[src/rtl/cv32e40s_pkg.sv]
// Shared types for the data-side MPU arbiter slice: OBI request/response
// structs, MPU status and the 1-bit arbiter port ID.
package cv32e40s_pkg;

  typedef enum logic [1:0] {
    MPU_OK       = 2'h0,
    MPU_RE_FAULT = 2'h1,
    MPU_WR_FAULT = 2'h2
  } mpu_status_e;

  typedef struct packed {
    logic [31:0] addr;
    logic        we;
    logic [3:0]  be;
    logic [31:0] wdata;
    logic [5:0]  atop;
    logic [1:0]  memtype;
    logic [2:0]  prot;
    logic        dbg;
  } obi_data_req_t;

  typedef struct packed {
    logic [31:0] rdata;
    logic        err;
  } obi_data_resp_t;

  typedef struct packed {
    obi_data_resp_t bus_resp;
    mpu_status_e    mpu_status;
  } data_resp_t;

  // Port 0 is the LSU, port 1 the XIF memory interface
  typedef logic arb_id_t;
  localparam arb_id_t ARB_ID_LSU = 1'b0;
  localparam arb_id_t ARB_ID_XIF = 1'b1;

endpackage

[src/rtl/cv32e40s_mpu_arb_id_fifo.sv]
// In-order FIFO of 1-bit requester IDs for outstanding MPU transactions.
// Entry 0 is always the head; a pop shifts the array down by one.
module cv32e40s_mpu_arb_id_fifo
  import cv32e40s_pkg::*;
#(
  parameter int DEPTH = 2
) (
  input  logic       clk,
  input  logic       rst_n,
  input  logic       push,
  input  logic       pop,
  input  arb_id_t    push_id,
  output arb_id_t    head,
  output logic [2:0] cnt,
  output logic [2:0] cnt_n,
  output logic       full,
  output logic       empty
);

  logic [2:0] cnt_q;
  logic [2:0] wr_idx;
  arb_id_t    mem_q [DEPTH];
  arb_id_t    mem_n [DEPTH];

  assign cnt_n  = cnt_q + {2'b00, push} - {2'b00, pop};
  assign cnt    = cnt_q;
  assign full   = (cnt_q == 3'(DEPTH));
  assign empty  = (cnt_q == 3'd0);
  assign head   = mem_q[0];
  // On a simultaneous pop the tail slot has already moved down one place
  assign wr_idx = cnt_q - {2'b00, pop};

  always_comb begin
    mem_n = mem_q;
    if (pop) begin
      for (int i = 0; i < DEPTH - 1; i++) begin
        mem_n[i] = mem_q[i+1];
      end
    end
    if (push) begin
      for (int i = 0; i < DEPTH; i++) begin
        if (wr_idx == 3'(i)) begin
          mem_n[i] = push_id;
        end
      end
    end
  end

  always_ff @(posedge clk or negedge rst_n) begin
    if (!rst_n) begin
      cnt_q <= 3'd0;
    end else begin
      cnt_q <= cnt_n;
    end
  end

  always_ff @(posedge clk) begin
    mem_q <= mem_n;
  end

endmodule

[src/rtl/cv32e40s_mpu_arbiter.sv]
// Shares one data-side MPU between the LSU (port 0) and XIF (port 1), holding
// each grant until accepted and routing in-order responses back by ID.
module cv32e40s_mpu_arbiter
  import cv32e40s_pkg::*;
#(
  parameter int MAX_OUTSTANDING = 2,
  parameter bit RR_ENABLE       = 1'b1
) (
  input  logic          clk,
  input  logic          rst_n,

  input  logic          p0_trans_valid_i,
  output logic          p0_trans_ready_o,
  input  obi_data_req_t p0_trans_i,
  output logic          p0_resp_valid_o,
  output data_resp_t    p0_resp_o,

  input  logic          p1_trans_valid_i,
  output logic          p1_trans_ready_o,
  input  obi_data_req_t p1_trans_i,
  output logic          p1_resp_valid_o,
  output data_resp_t    p1_resp_o,
  output logic          p1_mpu_err_o,

  output logic          mpu_trans_valid_o,
  input  logic          mpu_trans_ready_i,
  output obi_data_req_t mpu_trans_o,
  input  logic          mpu_resp_valid_i,
  input  data_resp_t    mpu_resp_i,
  input  logic          mpu_err_i,
  output logic          mpu_err_wait_o,
  output logic          one_txn_pend_n_o
);

  logic       lock_q;
  arb_id_t    lock_id_q;
  arb_id_t    rr_q;
  arb_id_t    grant;
  logic       gnt_valid;
  logic       both_valid;
  logic       accept;
  logic       push;
  logic       pop;
  arb_id_t    fifo_head;
  logic [2:0] fifo_cnt;
  logic [2:0] fifo_cnt_n;
  logic       fifo_full;
  logic       fifo_empty;

  assign both_valid = p0_trans_valid_i && p1_trans_valid_i;

  always_comb begin
    grant = ARB_ID_LSU;
    if (lock_q) begin
      grant = lock_id_q;
    end else if (both_valid) begin
      grant = RR_ENABLE ? rr_q : ARB_ID_LSU;
    end else if (p1_trans_valid_i) begin
      grant = ARB_ID_XIF;
    end
  end

  assign gnt_valid         = (grant == ARB_ID_XIF) ? p1_trans_valid_i : p0_trans_valid_i;
  assign mpu_trans_valid_o = gnt_valid && !fifo_full;
  assign mpu_trans_o       = (grant == ARB_ID_XIF) ? p1_trans_i : p0_trans_i;
  assign p0_trans_ready_o  = mpu_trans_ready_i && !fifo_full && (grant == ARB_ID_LSU);
  assign p1_trans_ready_o  = mpu_trans_ready_i && !fifo_full && (grant == ARB_ID_XIF);
  assign accept            = mpu_trans_valid_o && mpu_trans_ready_i;

  // XIF faults are reported immediately, LSU faults come back as a response
  assign mpu_err_wait_o = (grant == ARB_ID_LSU);
  assign p1_mpu_err_o   = mpu_err_i && (grant == ARB_ID_XIF) && mpu_trans_valid_o;

  // An XIF request that faults immediately never gets an MPU response
  assign push = accept && !(mpu_err_i && (grant == ARB_ID_XIF));
  assign pop  = mpu_resp_valid_i && !fifo_empty;

  assign p0_resp_valid_o  = pop && (fifo_head == ARB_ID_LSU);
  assign p1_resp_valid_o  = pop && (fifo_head == ARB_ID_XIF);
  assign p0_resp_o        = mpu_resp_i;
  assign p1_resp_o        = mpu_resp_i;
  assign one_txn_pend_n_o = (fifo_cnt_n == 3'd1);

  cv32e40s_mpu_arb_id_fifo #(
    .DEPTH (MAX_OUTSTANDING)
  ) u_id_fifo (
    .clk     (clk),
    .rst_n   (rst_n),
    .push    (push),
    .pop     (pop),
    .push_id (grant),
    .head    (fifo_head),
    .cnt     (fifo_cnt),
    .cnt_n   (fifo_cnt_n),
    .full    (fifo_full),
    .empty   (fifo_empty)
  );

  // Grant is frozen from the first unaccepted cycle until the MPU takes it
  always_ff @(posedge clk or negedge rst_n) begin
    if (!rst_n) begin
      lock_q    <= 1'b0;
      lock_id_q <= ARB_ID_LSU;
      rr_q      <= ARB_ID_LSU;
    end else begin
      if (mpu_trans_valid_o && !mpu_trans_ready_i) begin
        lock_q    <= 1'b1;
        lock_id_q <= grant;
      end else if (accept) begin
        lock_q    <= 1'b0;
      end
      if (accept && both_valid) begin
        rr_q <= ~rr_q;
      end
    end
  end

  a_resp_without_txn : assert property (@(posedge clk) disable iff (!rst_n)
    !(mpu_resp_valid_i && fifo_empty));

endmodule
[config.mk]
export PLATFORM = sky130hd
export DESIGN_NAME = cv32e40s_mpu_arbiter
export DESIGN_NICKNAME = d
export VERILOG_FILES = /design/src/rtl/cv32e40s_pkg.sv /design/src/rtl/cv32e40s_mpu_arb_id_fifo.sv /design/src/rtl/cv32e40s_mpu_arbiter.sv
export SDC_FILE = /design/constraint.sdc
export NUM_CORES = 1
export LEC_CHECK = 0
export CORE_AREA = 2 2 140 142
export DETAILED_ROUTE_END_ITERATION = 10
export DIE_AREA = 0 0 142 144
export GPL_ROUTABILITY_DRIVEN = 0
export PLACE_DENSITY = 0.55
export REMOVE_ABC_BUFFERS = 1
export SLEW_MARGIN = 20
export SYNTH_ARGS = -nofsm -noshare
export SYNTH_HDL_FRONTEND = slang
export SYNTH_SLANG_ARGS = --single-unit
[constraint.sdc]
create_clock -name clk -period 3.28 [get_ports clk]
set_input_delay 0.328 -clock clk [delete_from_list [all_inputs] [get_ports clk]]
set_output_delay 0.328 -clock clk [all_outputs]
set_load 0.005 [all_outputs]
# ---- Yosys cells after proc, flatten, opt, wreduce, memory -nomap -nowiden
# Index checks and enable logic that the tools add are counted.
dict set report word_totals {
  ff_bits 8
  ram_bits 0
  rom_bits 0
  latch_bits 0
  inputBits 204
  output_inout_bits 159
  elab_cells 48
  n_memories 0
}
dict set report classes {
  n_eq_ne 3
  addsub 3
  shift 0
  order_cmp 0
  div 0
  n_reduce_logical 22
  n_mul 0
  bitwise_logic 3
  n_mux 11
}
# op count
set op_table {}
lappend op_table {{$mux W81} 1}
lappend op_table {{$logic_and A1 B1 Y1} 14}
lappend op_table {{$mux W1} 9}
lappend op_table {{$eq A3 B1 Y1 const B} 2}
lappend op_table {{$logic_not A3 Y1} 2}
lappend op_table {{$sub A3 B1 Y3} 2}
lappend op_table {{$logic_not A1 Y1} 4}
lappend op_table {{$add A3 B1 Y3} 1}
lappend op_table {{$eq A3 B2 Y1 const B} 1}
lappend op_table {{$not A1 Y1} 3}
lappend op_table {{$mux W2} 1}
lappend op_table {{$reduce_and A2 Y1} 1}
lappend op_table {{$reduce_bool A2 Y1} 1}

# ---- Longest topological paths before layout
# Gate-level depths: netlist (run 1).
dict set report depth {
  depth_word 10
  ltp_mapped 10
  ltp_nobuf 9
}

# ---- Modules after synthesis
# A second synthesis (run 1) with hierarchy kept.
dict set report hier_totals {
  cells_unflattened 212
  area_unflattened_um2 2392.3
}
# module cells_per_inst instances seq_area_each_um2 area_per_inst_um2
set by_module_without_submodules {}
lappend by_module_without_submodules {cv32e40s_mpu_arbiter 187 1 75.1 2104.5}
lappend by_module_without_submodules {cv32e40s_mpu_arb_id_fifo 25 1 125.1 287.8}

# ---- Worst setup path before layout (run 1)
# Ideal clock, no wire load.
dict set report synth_path {
  path_type {register -> output}
  from {register u_id_fifo.cnt_q[2] (netlist: u_id_fifo.cnt[2])}
  to {output one_txn_pend_n_o}
  path_stages_with_launch 10
  slack_ns 0.645
  t_required_ns 2.952
  t_arrival_ns 2.307
  path_buffers 0
  cell_sequence {dfrtp_1 o31ai_1 inv_1 ha_1 inv_1 ha_1 fa_1 xor2_1 xnor2_1 nor3b_1}
}
dict set report synth_via {
  elab_chain_cells 8
  elab_cells_between_ends 11
  classes_between {2 x add/sub; 2 x eq/ne; 7 x reduce/logical}
}
# element line_no
set synth_rtl {}
lappend synth_rtl {{start, declared} cv32e40s_mpu_arb_id_fifo.sv:20} ;# logic [2:0] cnt_q;
lappend synth_rtl {{start signal, assigned} cv32e40s_mpu_arb_id_fifo.sv:53} ;# cnt_q <= cnt_n;
lappend synth_rtl {{$eq A3 B2 Y1} cv32e40s_mpu_arb_id_fifo.sv:27} ;# assign full = (cnt_q == 3'(DEPTH));
lappend synth_rtl {{$logic_not A1 Y1} cv32e40s_mpu_arbiter.sv:64} ;# assign mpu_trans_valid_o = gnt_valid && !fifo_full;
lappend synth_rtl {{$logic_and A1 B1 Y1} cv32e40s_mpu_arbiter.sv:64}
lappend synth_rtl {{$logic_and A1 B1 Y1} cv32e40s_mpu_arbiter.sv:68} ;# assign accept = mpu_trans_valid_o && mpu_trans_ready_i;
lappend synth_rtl {{$logic_and A1 B1 Y1} cv32e40s_mpu_arbiter.sv:75} ;# assign push = accept && !(mpu_err_i && (grant == ARB_ID_XIF));
lappend synth_rtl {{$add A3 B1 Y3} cv32e40s_mpu_arb_id_fifo.sv:25} ;# assign cnt_n = cnt_q + {2'b00, push} - {2'b00, pop};
lappend synth_rtl {{$sub A3 B1 Y3 (*)} cv32e40s_mpu_arb_id_fifo.sv:25}
lappend synth_rtl {{via fifo_cnt_n[2]} cv32e40s_mpu_arbiter.sv:46} ;# logic [2:0] fifo_cnt_n;
lappend synth_rtl {{$eq A3 B1 Y1 (*)} cv32e40s_mpu_arbiter.sv:82} ;# assign one_txn_pend_n_o = (fifo_cnt_n == 3'd1);
lappend synth_rtl {{end, declared} cv32e40s_mpu_arbiter.sv:32} ;# output logic one_txn_pend_n_o
# The timed path passes the listed nets; every way through them passes the cells marked *.

# ---- Worst setup path after layout (run 1)
# Ends and elaborated chain as after synthesis.

==> impl_metrics.env, run 1 <==
export IMPL_grt_usage=0.1184
export IMPL_synthSimpleGateAreaFrac=0.06708
export IMPL_reg2reg_depth=8
export IMPL_cts_sinks=8
export IMPL_clockRootBuffer="clkbuf_16"
export IMPL_avgSynthCellArea_sq_um=9.457
export IMPL_cp_max_fo=4
export IMPL_antenna_found_initial=5
export IMPL_hp_class="in -> async"
export IMPL_worst_path_max_delay_cell="dfrtp_1"
export IMPL_critPathBufInv=1
export IMPL_hold_violations=0
export IMPL_fin_skew_ps=0.4752
export IMPL_drc=0
export IMPL_post_cts_setup_buffer_count=0
export IMPL_synth_xor_area_frac=0.01723
export IMPL_yosysWarnings=0
export IMPL_p_per_area_nw_per_um2=544.0
export IMPL_dpl_cell_area_sq_um=4390
export IMPL_first_global_vias=2549
export IMPL_min_period_ps=3137
export IMPL_fillers=2037
export IMPL_numCtsBuffers=3
export IMPL_design_area_sq_um=4494
export IMPL_initial_core_util=0.1066
export IMPL_grt_pass1_wl_mm=17.37
export IMPL_synth_edf_count=1
export IMPL_ant_nets=0
export IMPL_synthesis_area_sq_um=2033
export IMPL_rsz0062_at_grt="false"
export IMPL_cts_htree_levels=1
export IMPL_first_pass_iters=4
export IMPL_crit_type="reg -> out"
export IMPL_rows=51
export IMPL_dieHeight_um=144
export IMPL_max_freq_mhz=318.8
export IMPL_synth_compound_area_frac=0.02400
export IMPL_place_inst=638
export IMPL_max_vdd_ir_drop_mv=0.4215
export IMPL_period_share=0.9564
export IMPL_yosysMostFrequentCell="mux2_2"
export IMPL_io_pins=363
export IMPL_syn2layout_area_growth_pct=121.0
export IMPL_critPathCaptureType="primary output"
export IMPL_max_slew_margin=0.6429
export IMPL_register_area_sq_um=200.2
export IMPL_cp_start_kind="register"
export IMPL_wl_per_cell_um=20.48
export IMPL_cap_viol_max_count=0
export IMPL_yosysTopAreaCell="mux2_2"
export IMPL_ctsLongestPathBuffers=2
export IMPL_place_ws_ps=6.735
export IMPL_synth_top_area_frac=0.4597
export IMPL_core_area_sq_um=19080
export IMPL_setup_slack_ps=142.9
export IMPL_slowest_delay_ps=450
export IMPL_whs_ps=351.5
export IMPL_final_nets=614
export IMPL_dieWidth_um=142
export IMPL_finalWirelength_mm=13.23
export IMPL_vias_per_cell=3.689
export IMPL_r2r_slack_ps=1060
export IMPL_multi_input_area_sq_um=1249
export IMPL_cts_tree="yes"
export IMPL_grt_max_degree=88
export IMPL_clk_latency_ps=240
export IMPL_place_hpwl_mm=11.54
export IMPL_yosysUniqueCellTypes=32
export IMPL_dieArea_sq_um=20450
export IMPL_crit_chain="or3b_4, nand2_2, or3_4, a21oi_1, ha_1, fa_1, xor2_1, xnor2_1, nor3b_1, dlygate4sd2_1"
export IMPL_drtIter0Drc=56
export IMPL_synthAdderAreaFrac=0.03446
export IMPL_synth_mux_area_frac=0.4597
export IMPL_grt_ovfl_total=0
export IMPL_yosys_most_used_dff="dfrtp_1"
export IMPL_synth_top_family_by_area="multiplexers"
export IMPL_ys_seq_area_frac=0.09846
export IMPL_async_flop_share=0.7500
export IMPL_final_util=0.2356
export IMPL_synthCells=215
export IMPL_finalNonFillerCells=646
export IMPL_setup_tns_ps=0
export IMPL_path_clk_slew_ps=40
export IMPL_power_leakage_nw=1.628
export IMPL_finalSetupViolations=0
export IMPL_synth_commonest_cells="mux2_2, buf_4"
export IMPL_drv_slew=0
export IMPL_drive_above_1_share=0.2450
export IMPL_crit_family="simple AND/OR/NAND/NOR gates"
export IMPL_yosys_top_cells_area="mux2_2, buf_4, dfrtp_1"
export IMPL_tightest_slew_ps=535.6
export IMPL_r2r_end="u_id_fifo.cnt[2]"
export IMPL_reg2reg_from="u_id_fifo.cnt[2]"
export IMPL_total_power_mw=2.445
export IMPL_synth_seq_cells=8
export IMPL_port_buffers=257
export IMPL_vias=2383
export IMPL_status="finished clean"
export IMPL_worstPathRequired_ps=2950
export IMPL_arrival_ps=2810
-- repair_timing --
action	4_1_cts	5_1_grt
hold buffers	0	0
cloned	0	0
pin swaps	2	0
endpoints found under the setup margin	1	1
gates resized for setup	3	1
-- how the worst max path moves through the flow --
stage / startpoint / end / slack (ps) / cells past startpoint
2_1_floorplan: lock_q / one_txn_pend_n_o / -1200 / 8
3_3_place_gp: mpu_resp_valid_i / one_txn_pend_n_o / 70 / 11
3_5_place_dp: mpu_resp_valid_i / one_txn_pend_n_o / 7 / 11
4_1_cts: u_id_fifo.cnt[1] / one_txn_pend_n_o / 160 / 10
5_1_grt: u_id_fifo.cnt[1] / one_txn_pend_n_o / 30 / 10
6_report: u_id_fifo.cnt[2] / one_txn_pend_n_o / 140 / 10
-- report_power, final --
part | leakage, nW | switching [mW] | internal, mW | total (mW)
combinational | 1.50 | 0.704 | 1.32 | 2.02
clock | 0.0382 | 0.0580 | 0.163 | 0.221
sequential | 0.0882 | 0.0514 | 0.152 | 0.203
total | 1.63 | 0.813 | 1.63 | 2.44
-- final cells by class --
cell class	instances	area share
Timing Repair Buffer	264	0.5866
Multi-Input combinational cell	122	0.2778
Tap cell	238	0.06626
Sequential cell	8	0.04454
Clock buffer	4	0.01754
Inverter	6	0.005011
Antenna cell	4	0.002227
-- placed cells by master, fill, tap and decap left out, types with 2 or more instances in the layout --
master,netlist,final
nand2_1,3,3
inv_1,6,6
xnor2_1,3,3
clkbuf_16,0,3
clkdlybuf4s50_1,0,256
diode_2,0,4
nor2_1,6,6
a21oi_1,2,2
dfrtp_1,6,6
ha_1,4,4
mux2_2,83,83
nand2b_1,3,3
buf_4,71,6
-- cell families (layout without fill, tap and decap cells) --
| logic type | Yosys count | in the layout |
|---|---|---|
| other | 0 | 4 |
| AO/OA/AOI/OAI | 7 | 7 |
| adder cells (fa/ha/maj) | 5 | 5 |
| AND/OR/NAND/NOR | 23 | 23 |
| buffers and inverters | 85 | 274 |
| multiplexers | 83 | 83 |
| XOR/XNOR | 4 | 4 |
| flip-flops | 8 | 8 |
-- state kept, by name (all words and copies together), names as in the netlist --
signal           flops
u_id_fifo.cnt        3
rr_q                 1
u_id_fifo.mem_q      1
lock_q               1
u_id_fifo.head       1
lock_id_q            1
-- per-layer routing --
layer | up-vias | global-route usage | part of all wire
li1 | 1056 | - | -
met1 | 1051 | 0.1301 | 0.39
met2 | 257 | 0.1581 | 0.40
met3 | 11 | 0.1185 | 0.19
met4 | 8 | 0.01211 | 0.0043
met5 | - | 0.08521 | 0.016
Power figures use the tool's default switching activity.
==> inputs of run 2 (changes only) <==
--- a/config.mk
+++ b/config.mk
@@ -17 +17,2 @@
 export SYNTH_SLANG_ARGS = --single-unit
+export TNS_END_PERCENT = 5
==> constraint.sdc (replaced) <==
create_clock -name clk -period 3.28 [get_ports clk]
set_input_delay 0.656 -clock clk [delete_from_list [all_inputs] [get_ports clk]]
set_output_delay 0.656 -clock clk [all_outputs]
set_load 0.005 [all_outputs]
==> impl_metrics.env, run 2 (synthesis results as in run 1) <==
export IMPL_status="finished clean"
export IMPL_dieArea_sq_um=20450
export IMPL_r2r_end="u_id_fifo.cnt[2]"
export IMPL_final_common_cell="clkdlybuf4s50_1"
export IMPL_place_hpwl_mm=11.59
export IMPL_drv_slew=0
export IMPL_initial_core_util=0.1066
export IMPL_grt_max_degree=47
export IMPL_finalNonFillerCells=651
export IMPL_grt_usage=0.1203
export IMPL_min_from="rr_q"
export IMPL_max_vdd_ir_drop_mv=0.2113
export IMPL_tightest_slew_ps=440.3
export IMPL_wl_per_cell_um=20.42
export IMPL_core_area_sq_um=19080
export IMPL_cts_tree="yes"
export IMPL_ant_nets=0
export IMPL_rows=51
export IMPL_antenna_found_initial=2
export IMPL_max_slew_margin=0.7034
export IMPL_critPathCaptureType="primary output"
export IMPL_drtIter0Drc=55
export IMPL_clk_latency_ps=240
export IMPL_whs_path_depth=1
export IMPL_ctsLongestPathBuffers=2
export IMPL_finalWirelength_mm=13.30
export IMPL_cap_viol_max_count=0
export IMPL_layout_common_cells="clkdlybuf4s50_1, mux2_2, buf_4, nor2_1, dfrtp_1"
export IMPL_drc=0
export IMPL_hold_violations=0
export IMPL_syn2layout_area_growth_pct=125.5
export IMPL_period_share=0.9737
export IMPL_path_clk_slew_ps=40
export IMPL_reg2reg_depth=8
export IMPL_antennaDiodeCount=0
export IMPL_reg2reg_from="u_id_fifo.cnt[2]"
export IMPL_fin_skew_ps=6.457
export IMPL_first_pass_iters=4
export IMPL_cts_htree_levels=1
export IMPL_vias=2411
export IMPL_min_period_ps=3194
export IMPL_place_inst=645
export IMPL_numCtsBuffers=3
export IMPL_max_freq_mhz=313.1
export IMPL_dieWidth_um=142
export IMPL_hp_class="reg -> reg"
export IMPL_final_nets=623
export IMPL_r2r_slack_ps=1110
export IMPL_p_per_area_nw_per_um2=560.6
export IMPL_worstPathRequired_ps=2620
export IMPL_arrival_ps=2540
export IMPL_min_delay_worst_endpoint="rr_q"
export IMPL_setup_tns_ps=0
export IMPL_port_buffers=257
export IMPL_clockRootBuffer="clkbuf_16"
export IMPL_rsz0062_at_grt="false"
export IMPL_place_ws_ps=-623.0
export IMPL_vias_per_cell=3.704
export IMPL_dieHeight_um=144
export IMPL_power_leakage_nw=1.676
export IMPL_finalSetupViolations=0
export IMPL_grt_ovfl_total=0
export IMPL_first_global_vias=2592
export IMPL_largest_reg_flops=3
export IMPL_cts_sinks=8
export IMPL_cp_start_kind="input pin"
export IMPL_cp_max_fo=46
export IMPL_setup_slack_ps=86.28
export IMPL_crit_type="in -> out"
export IMPL_grt_pass1_wl_mm=17.78
export IMPL_drive_above_1_share=0.2833
export IMPL_io_pins=363
[run 2: cell types whose count changed in the layout (fill, tap and decap cells not counted), sizes merged]
| cell | delta |
|---|---|
| diode | -4 |
| buf | +10 |
| clkbuf | +1 |
| clkdlybuf4s50 | -4 |
| dlygate4sd2 | +2 |
[run 2: where the power goes]
part           leakage (nW)  internal, mW  total (mW)  switching (mW)
logic                  1.55          1.41        2.16           0.751
registers            0.0882         0.152       0.196          0.0446
clock network        0.0382         0.162       0.216          0.0534
total                  1.68          1.72        2.57           0.849
[run 2: layout make-up]
cell class	instances	area, sq um
Fill cell	2027	14490
Multi-Input combinational cell	122	1282
Tap cell	238	297.8
Sequential cell	8	200.2
Inverter	6	22.52
Timing Repair Buffer	273	2704
Clock buffer	4	78.83
[run 2: what timing repair did]
| item | in CTS | in global routing |
|---|---|---|
| hold buffers | 0 | 0 |
| gates resized for setup | 19 | 7 |
| pin swaps | 6 | 2 |
| setup endpoints to repair | 86 | 3 |
| buffers inserted | 1 | 1 |
| gates cloned | 0 | 0 |
[run 2: how the worst max path moves through the flow]
stage | from | to | cells after the start
after CTS | p1_trans_valid_i | one_txn_pend_n_o | 10
after global routing | mpu_resp_valid_i | one_txn_pend_n_o | 11
after floorplan | p0_trans_valid_i | one_txn_pend_n_o | 8
after detailed placement | p1_trans_valid_i | one_txn_pend_n_o | 8
final | p0_trans_valid_i | mpu_trans_o[74] | 7
after global placement | mpu_resp_valid_i | one_txn_pend_n_o | 11
[run 2: critical path: stages]
cell and delay, ps:
dlygate4sd2_1 260, nor2b_1 170, o21ai_4 140, buf_4 160
buf_12 220, mux2_2 410, clkdlybuf4s50_1 460
[run 2: metrics by stage]
| step | total power, mW | util | area [sq um] | hold WS (ps) |
|---|---|---|---|---|
| floorplan | 1.133 | - | 1448 | 360.4 |
| global placement | 2.241 | 0.2322 | 4431 | 481.5 |
| detailed placement | 2.261 | 0.2322 | 4431 | 485.1 |
| CTS | 2.556 | 0.2389 | 4558 | 491.1 |
| global route | 2.754 | 0.2403 | 4586 | 519.0 |
| finish | 2.571 | 0.2403 | 4586 | 476.5 |
[run 2: metal layers]
metal / GRT usage / vias to the layer above / routed length, um
li1: - / 1069 / -
met1: 0.1374 / 1080 / 5182
met2: 0.1604 / 245 / 5330
met4: 0.007895 / 6 / 26
met3: 0.1209 / 11 / 2657
met5: 0.04261 / - / 99
